$ cat config.mk
export PLATFORM = sky130hd
export DESIGN_NAME = fnd_scan_ctrl
export DESIGN_NICKNAME = d
export VERILOG_FILES = /design/src/rtl/fnd_pkg.sv /design/src/rtl/bin2bcd_seq.sv /design/src/rtl/fnd_scan_ctrl.sv
export SDC_FILE = /design/constraint.sdc
export NUM_CORES = 1
export LEC_CHECK = 0
export BUFFER_PORTS_ARGS = -buffer_cell sky130_fd_sc_hd__clkbuf_2
export CAP_MARGIN = 30
export CORE_MARGIN = 5
export CORE_UTILIZATION = 55
export CTS_CLUSTER_SIZE = 25
export DETAILED_ROUTE_END_ITERATION = 10
export PLACE_DENSITY_LB_ADDON = 0.25
export SETUP_SLACK_MARGIN = 0.05
export SLEW_MARGIN = 30
export SYNTH_ARGS = -nofsm -noshare
export SYNTH_HDL_FRONTEND = slang
export SYNTH_SLANG_ARGS = --single-unit
$ cat constraint.sdc
create_clock -name clk -period 4.1 [get_ports clk]
set_clock_uncertainty 0.15 [all_clocks]
set_input_delay 0.82 -clock clk [delete_from_list [all_inputs] [get_ports clk]]
set_output_delay 0.82 -clock clk [all_outputs]
set_load 0.005 [all_outputs]
$ cat src/rtl/fnd_pkg.sv
// Shared constants and types for the seven-segment scan controller.
package fnd_pkg;

  localparam logic [7:0] SEG_DIGIT [0:9] = '{
    8'hC0, 8'hF9, 8'hA4, 8'hB0, 8'h99, 8'h92, 8'h82, 8'hF8, 8'h80, 8'h90
  };
  localparam logic [7:0] SEG_BLANK = 8'hFF;
  localparam logic [7:0] SEG_DASH  = 8'hBF;

  typedef enum logic [1:0] {
    S_IDLE,
    S_CONV,
    S_DONE
  } conv_state_e;

  // Active-low pattern for one BCD digit; non-decimal codes render blank.
  function automatic logic [7:0] seg_of_digit(input logic [3:0] d);
    if (d > 4'd9) return SEG_BLANK;
    return SEG_DIGIT[d];
  endfunction

endpackage

$ cat src/rtl/bin2bcd_seq.sv
// Iterative binary-to-BCD converter (shift-add-3, one bit per cycle).
module bin2bcd_seq
  import fnd_pkg::*;
#(
  parameter int unsigned DATA_W     = 14,
  parameter int unsigned NUM_DIGITS = 4
) (
  input  logic                    clk,
  input  logic                    reset,
  input  logic                    start,
  input  logic [DATA_W-1:0]       bin,
  output logic                    busy,
  output logic                    done,
  output logic [4*NUM_DIGITS-1:0] bcd,
  output logic                    ovf
);

  // Digits needed for the widest input, plus one spare so no carry is lost.
  localparam int unsigned FULL_DIGITS = (DATA_W * 3) / 10 + 1;
  localparam int unsigned BCD_DIGITS  =
    ((FULL_DIGITS > NUM_DIGITS) ? FULL_DIGITS : NUM_DIGITS) + 1;
  localparam int unsigned BCD_W = 4 * BCD_DIGITS;
  localparam int unsigned CNT_W = $clog2(DATA_W);

  conv_state_e       state_q;
  logic [DATA_W-1:0] bin_q;
  logic [BCD_W-1:0]  bcd_q;
  logic [BCD_W-1:0]  adj_c;
  logic [CNT_W-1:0]  cnt_q;
  logic              carry_q;
  logic              busy_q;
  logic              done_q;

  always_comb begin
    adj_c = bcd_q;
    for (int i = 0; i < int'(BCD_DIGITS); i++) begin
      if (bcd_q[4*i +: 4] >= 4'd5) adj_c[4*i +: 4] = bcd_q[4*i +: 4] + 4'd3;
    end
  end

  always_ff @(posedge clk or negedge reset) begin
    if (!reset) begin
      state_q <= S_IDLE;
      bin_q   <= '0;
      bcd_q   <= '0;
      cnt_q   <= '0;
      carry_q <= 1'b0;
      busy_q  <= 1'b0;
      done_q  <= 1'b0;
    end else begin
      case (state_q)
        S_IDLE: begin
          if (start) begin
            bin_q   <= bin;
            bcd_q   <= '0;
            cnt_q   <= '0;
            carry_q <= 1'b0;
            busy_q  <= 1'b1;
            state_q <= S_CONV;
          end
        end
        S_CONV: begin
          bcd_q   <= {adj_c[BCD_W-2:0], bin_q[DATA_W-1]};
          bin_q   <= {bin_q[DATA_W-2:0], 1'b0};
          carry_q <= carry_q | adj_c[BCD_W-1];
          cnt_q   <= cnt_q + CNT_W'(1);
          if (cnt_q == CNT_W'(DATA_W - 1)) begin
            state_q <= S_DONE;
            done_q  <= 1'b1;
          end
        end
        S_DONE: begin
          state_q <= S_IDLE;
          busy_q  <= 1'b0;
          done_q  <= 1'b0;
        end
        default: state_q <= S_IDLE;
      endcase
    end
  end

  assign busy = busy_q;
  assign done = done_q;
  assign bcd  = bcd_q[4*NUM_DIGITS-1:0];
  assign ovf  = carry_q | (|bcd_q[BCD_W-1:4*NUM_DIGITS]);

endmodule

$ cat src/rtl/fnd_scan_ctrl.sv
// Multiplexed seven-segment display driver: BCD conversion, digit scan,
// leading-zero blanking, decimal points, overflow dashes and blinking.
module fnd_scan_ctrl
  import fnd_pkg::*;
#(
  parameter int unsigned NUM_DIGITS = 4,
  parameter int unsigned DATA_W     = 14,
  parameter int unsigned SCAN_DIV   = 100_000,
  parameter int unsigned BLINK_DIV  = 64
) (
  input  logic                  clk,
  input  logic                  reset,
  input  logic [DATA_W-1:0]     data,
  input  logic                  data_valid,
  input  logic [NUM_DIGITS-1:0] dp_mask,
  input  logic                  blank_lz,
  input  logic                  blink_en,
  output logic [7:0]            seg,
  output logic [NUM_DIGITS-1:0] seg_comm,
  output logic                  busy,
  output logic                  overflow
);

  localparam int unsigned DIV_W = $clog2(SCAN_DIV);
  localparam int unsigned IDX_W = $clog2(NUM_DIGITS);
  localparam int unsigned BLK_W = (BLINK_DIV > 1) ? $clog2(BLINK_DIV) : 1;

  logic                    conv_done;
  logic                    conv_ovf;
  logic [4*NUM_DIGITS-1:0] conv_bcd;

  logic [DIV_W-1:0]        div_q;
  logic [IDX_W-1:0]        dig_q;
  logic [BLK_W-1:0]        blk_cnt_q;
  logic                    blink_on_q;
  logic [4*NUM_DIGITS-1:0] disp_q;
  logic                    ovf_q;
  logic [7:0]              seg_q;
  logic [NUM_DIGITS-1:0]   comm_q;

  logic                    tick_c;
  logic [3:0]              cur_digit_c;
  logic                    upper_zero_c;
  logic [7:0]              seg_d;
  logic [NUM_DIGITS-1:0]   comm_d;

  bin2bcd_seq #(
    .DATA_W     (DATA_W),
    .NUM_DIGITS (NUM_DIGITS)
  ) u_conv (
    .clk   (clk),
    .reset (reset),
    .start (data_valid),
    .bin   (data),
    .busy  (busy),
    .done  (conv_done),
    .bcd   (conv_bcd),
    .ovf   (conv_ovf)
  );

  assign tick_c = (div_q == DIV_W'(SCAN_DIV - 1));

  // Select the scanned digit and test whether it and everything above it is zero.
  always_comb begin
    cur_digit_c  = 4'd0;
    upper_zero_c = 1'b1;
    for (int i = 0; i < int'(NUM_DIGITS); i++) begin
      if (IDX_W'(i) == dig_q) cur_digit_c = disp_q[4*i +: 4];
      if (IDX_W'(i) >= dig_q && disp_q[4*i +: 4] != 4'd0) upper_zero_c = 1'b0;
    end
  end

  always_comb begin
    seg_d = SEG_BLANK;
    if (ovf_q) begin
      seg_d = SEG_DASH;
    end else if (blank_lz && dig_q != '0 && upper_zero_c) begin
      seg_d = SEG_BLANK;
    end else begin
      seg_d = seg_of_digit(cur_digit_c);
    end
    if (dp_mask[dig_q]) seg_d[7] = 1'b0;
    comm_d = (blink_en && !blink_on_q) ? '1 : ~(NUM_DIGITS'(1) << dig_q);
  end

  always_ff @(posedge clk or negedge reset) begin
    if (!reset) begin
      div_q      <= '0;
      dig_q      <= '0;
      blk_cnt_q  <= '0;
      blink_on_q <= 1'b0;
      disp_q     <= '0;
      ovf_q      <= 1'b0;
      seg_q      <= SEG_BLANK;
      comm_q     <= '1;
    end else begin
      seg_q  <= seg_d;
      comm_q <= comm_d;
      if (conv_done) begin
        disp_q <= conv_bcd;
        ovf_q  <= conv_ovf;
      end
      if (tick_c) begin
        div_q <= '0;
        if (dig_q == IDX_W'(NUM_DIGITS - 1)) begin
          dig_q <= '0;
          // Blink phase flips after BLINK_DIV complete frames.
          if (blk_cnt_q == BLK_W'(BLINK_DIV - 1)) begin
            blk_cnt_q  <= '0;
            blink_on_q <= ~blink_on_q;
          end else begin
            blk_cnt_q <= blk_cnt_q + BLK_W'(1);
          end
        end else begin
          dig_q <= dig_q + IDX_W'(1);
        end
      end else begin
        div_q <= div_q + DIV_W'(1);
      end
    end
  end

  assign seg      = seg_q;
  assign seg_comm = comm_q;
  assign overflow = ovf_q;

endmodule
==> impl_metrics.json <==
{
  "status": "completed",
  "drtIter0Drc": 191,
  "power_density_nw_per_um2": 602,
  "wl_per_cell_um": 15.0,
  "netlist_instances": 487,
  "crit_arrival_ps": 2920,
  "max_cap_viol_count": 0,
  "clk_latency_ps": 370,
  "rrSetupSlack_ps": 1340,
  "die_x_um": 107,
  "finalSetupViolCount": 0,
  "grt_pass1_vias": 3604,
  "total_power_uw": 3400,
  "path_class": "reg2reg",
  "wirelength_um": 9520,
  "final_max_slew_viol_count": 0,
  "async_reset_ff_share_pct": 100,
  "min_path_type": "in2async",
  "dr.pass1.iters": 6,
  "synth.net_count": 539,
  "finish.utilization_pct": 61.3,
  "postCtsHoldBufs": 0,
  "finalCritPeriodShare_pct": 67.3,
  "grt-ovfl-total": 0,
  "core_area_um2": 9200,
  "timing.rr.end": "seg[0]$_DFF_PN1_",
  "post_cts_buffers": 0,
  "ys_top_cells_by_area": "dfrtp_1 44%, ha_1 7.0%, dfstp_2 6.1%",
  "r2r-start": "dig_q[0]$_DFFE_PN0N_",
  "rr_worst_depth": 9,
  "grt_pass1_wl_um": 16300,
  "crit_path_max_fanout": 15,
  "seq_power_share_pct": 45.5,
  "drive_above_1_share_pct": 18.9,
  "antenna_left": 0,
  "avgSynthCellArea_um2": 10.6,
  "hold_viol": 0,
  "synth_flop_cell": "dfrtp_1",
  "vias": 3636,
  "cts_buffer_depth": 2,
  "synth_top_cell_area_share_pct": 43.6,
  "antenna_cells": 0,
  "fill_cells": 777,
  "cts.clk_slew.worst_paths_ps": 90,
  "required_ps": 4260,
  "num_rows": 35,
  "slew_headroom_pct": 49.4,
  "setup_tns_ps": 0,
  "netSwitchingPower_uw": 1290,
  "yosys_warnings": 0,
  "swShare_pct": 38.0,
  "root_buffer": "clkbuf_8",
  "cts_max_level": 3,
  "yosysTopAreaCell": "dfrtp_1",
  "comb_power_share_pct": 37.2,
  "cts_resized": 0,
  "viasPerCell": 5.72,
  "antenna_found_initial": 0,
  "internal-power_uw": 2110,
  "yosysUniqueCellTypes": 57,
  "holdWs_ps": 299,
  "area_growth_pct": 9.31,
  "initial_core_util_pct": 56.1,
  "grt.total_usage_pct": 17.5,
  "clock_power_share_pct": 17.4,
  "crit_path_end_kind": "register",
  "rsz0062_at_grt": "no",
  "cts_tree": "yes",
  "hpwlAfterDp_um": 6790,
  "fmax_mhz": 362,
  "netlist_area_um2": 5160,
  "numCtsBuffers": 9,
  "period_needed_ps": 2760,
  "io_pins": 37,
  "worst_slew_pin_slew_ps": 760,
  "fp.dieH_um": 107,
  "synth_seq_cells": 102,
  "cellLeakagePower_uw": 0.00254,
  "die_area_um2": 11400,
  "port_buffers": 36,
  "synth_edf_count": 0,
  "setup.worst_path.start_class": "register",
  "place_congestion": 0.883,
  "grt_max_degree": 76,
  "layout.nets": 572,
  "clock_sinks": 102,
  "seq_area_frac_synth_pct": 49.7,
  "drc": 0,
  "peakVddDrop_mv": 0.427
}
synth_stat cells (all sizes together) (12+ instances only):
master	instances
inv	26
dfrtp	90
nor2	25
o21ai	33
xor2	14
dfstp	12
a21oi	19
nand2	58
ha	29
o22ai	15
clkbuf	14
nand3	13
mux2	16
mux2i	14
xnor2	17
placed cells by master (no fill, tap or decap), drive strengths merged, types with 3 or more instances in the layout:
| cell | instances |
|---|---|
| dfrtp | 90 |
| nand2 | 58 |
| clkbuf | 46 |
| o21ai | 33 |
| ha | 29 |
| inv | 26 |
| nor2 | 25 |
| a21oi | 19 |
| xnor2 | 17 |
| mux2 | 16 |
| o22ai | 15 |
| xor2 | 14 |
| mux2i | 14 |
| nand3 | 13 |
| dfstp | 12 |
| nand2b | 9 |
| o31ai | 9 |
| buf | 7 |
| nand4 | 6 |
| a32o | 6 |
| nor2b | 6 |
| o32ai | 5 |
| nor3b | 5 |
| nor3 | 4 |
| a21o | 3 |
| and3 | 3 |
| nor4 | 3 |
| clkinv | 3 |
power groups by stage:
stage,combinational [uW],sequential (uW),clock (uW)
6_report,1260,1550,590
5_1_grt,1430,1590,647
4_1_cts,1270,1550,604
3_5_place_dp,1270,1570,0
3_3_place_gp,1220,1560,0
2_1_floorplan,1000,1490,0
worst max-delay path by stage:
stage	startpoint	to	slack, ps
CTS	dig_q[0]$_DFFE_PN0N_	seg[0]$_DFF_PN1_	1340
global placement	dig_q[0]$_DFFE_PN0N_	seg[3]$_DFF_PN1_	1490
finish	dig_q[0]$_DFFE_PN0N_	seg[0]$_DFF_PN1_	1340
detailed placement	dig_q[0]$_DFFE_PN0N_	seg[0]$_DFF_PN1_	1330
floorplan	dig_q[1]$_DFFE_PN0N_	seg[0]$_DFF_PN1_	1640
global route	dig_q[0]$_DFFE_PN0N_	seg[0]$_DFF_PN1_	1040
flip-flops by register name, summed over array words and instances (netlist names):
name / flops
u_conv.state_q: 2
u_conv.done: 1
u_conv.carry_q: 1
u_conv.busy: 1
overflow: 1
blink_on_q: 1
seg: 8
disp_q: 16
blk_cnt_q: 6
u_conv.bcd_q: 24
dig_q: 2
div_q: 17
u_conv.cnt_q: 4
u_conv.bin_q: 14
seg_comm: 4
through the flow:
| step | area (um^2) | setup slack, ps | cells |
|---|---|---|---|
| after floorplan | 5160 | 1640 | 487 |
| after global placement | 5450 | 1490 | 620 |
| after detailed placement | 5450 | 1330 | 620 |
| after CTS | 5640 | 1340 | 636 |
| after global routing | 5640 | 1040 | 636 |
| final | 5640 | 1340 | 636 |
critical path: stages (launching register included):
cell      delay (ps)
dfrtp_1          470
ha_1             540
nor2_1           200
a221o_1          410
inv_1            120
ha_1             190
nor2_1            80
o21ai_0          190
o311ai_1         150
a21o_1           190
area by class of cell:
cell class	count	area, um^2	area share (%)
Tap cell	111	139	2.46
Clock inverter	5	33.8	0.599
Clock buffer	11	151	2.68
Sequential cell	102	2570	45.5
Timing Repair Buffer	42	231	4.10
Multi-Input combinational cell	339	2420	42.9
Inverter	26	97.6	1.73
logic make-up (layout without fill, tap and decap cells):
group / after synthesis / count (layout) / share of synthesized area [%]
mux: 31 / 31 / 6.79
buf+inv: 46 / 84 / 3.49
simple gates: 144 / 144 / 14.6
fa+ha+maj: 29 / 29 / 7.03
xor+xnor: 31 / 31 / 5.26
compound gates: 104 / 104 / 13.1
flops: 102 / 102 / 49.7
layer usage:
metal  vias up  track usage, %  share of wire, %
li1       1777               -                 -
met1      1788            22.0                45
met2        62            30.0                50
met3         9            4.15               4.1
met4         0            4.93              0.78
met5         -               0                 0
No activity file was read; power rests on OpenSTA's default activity.
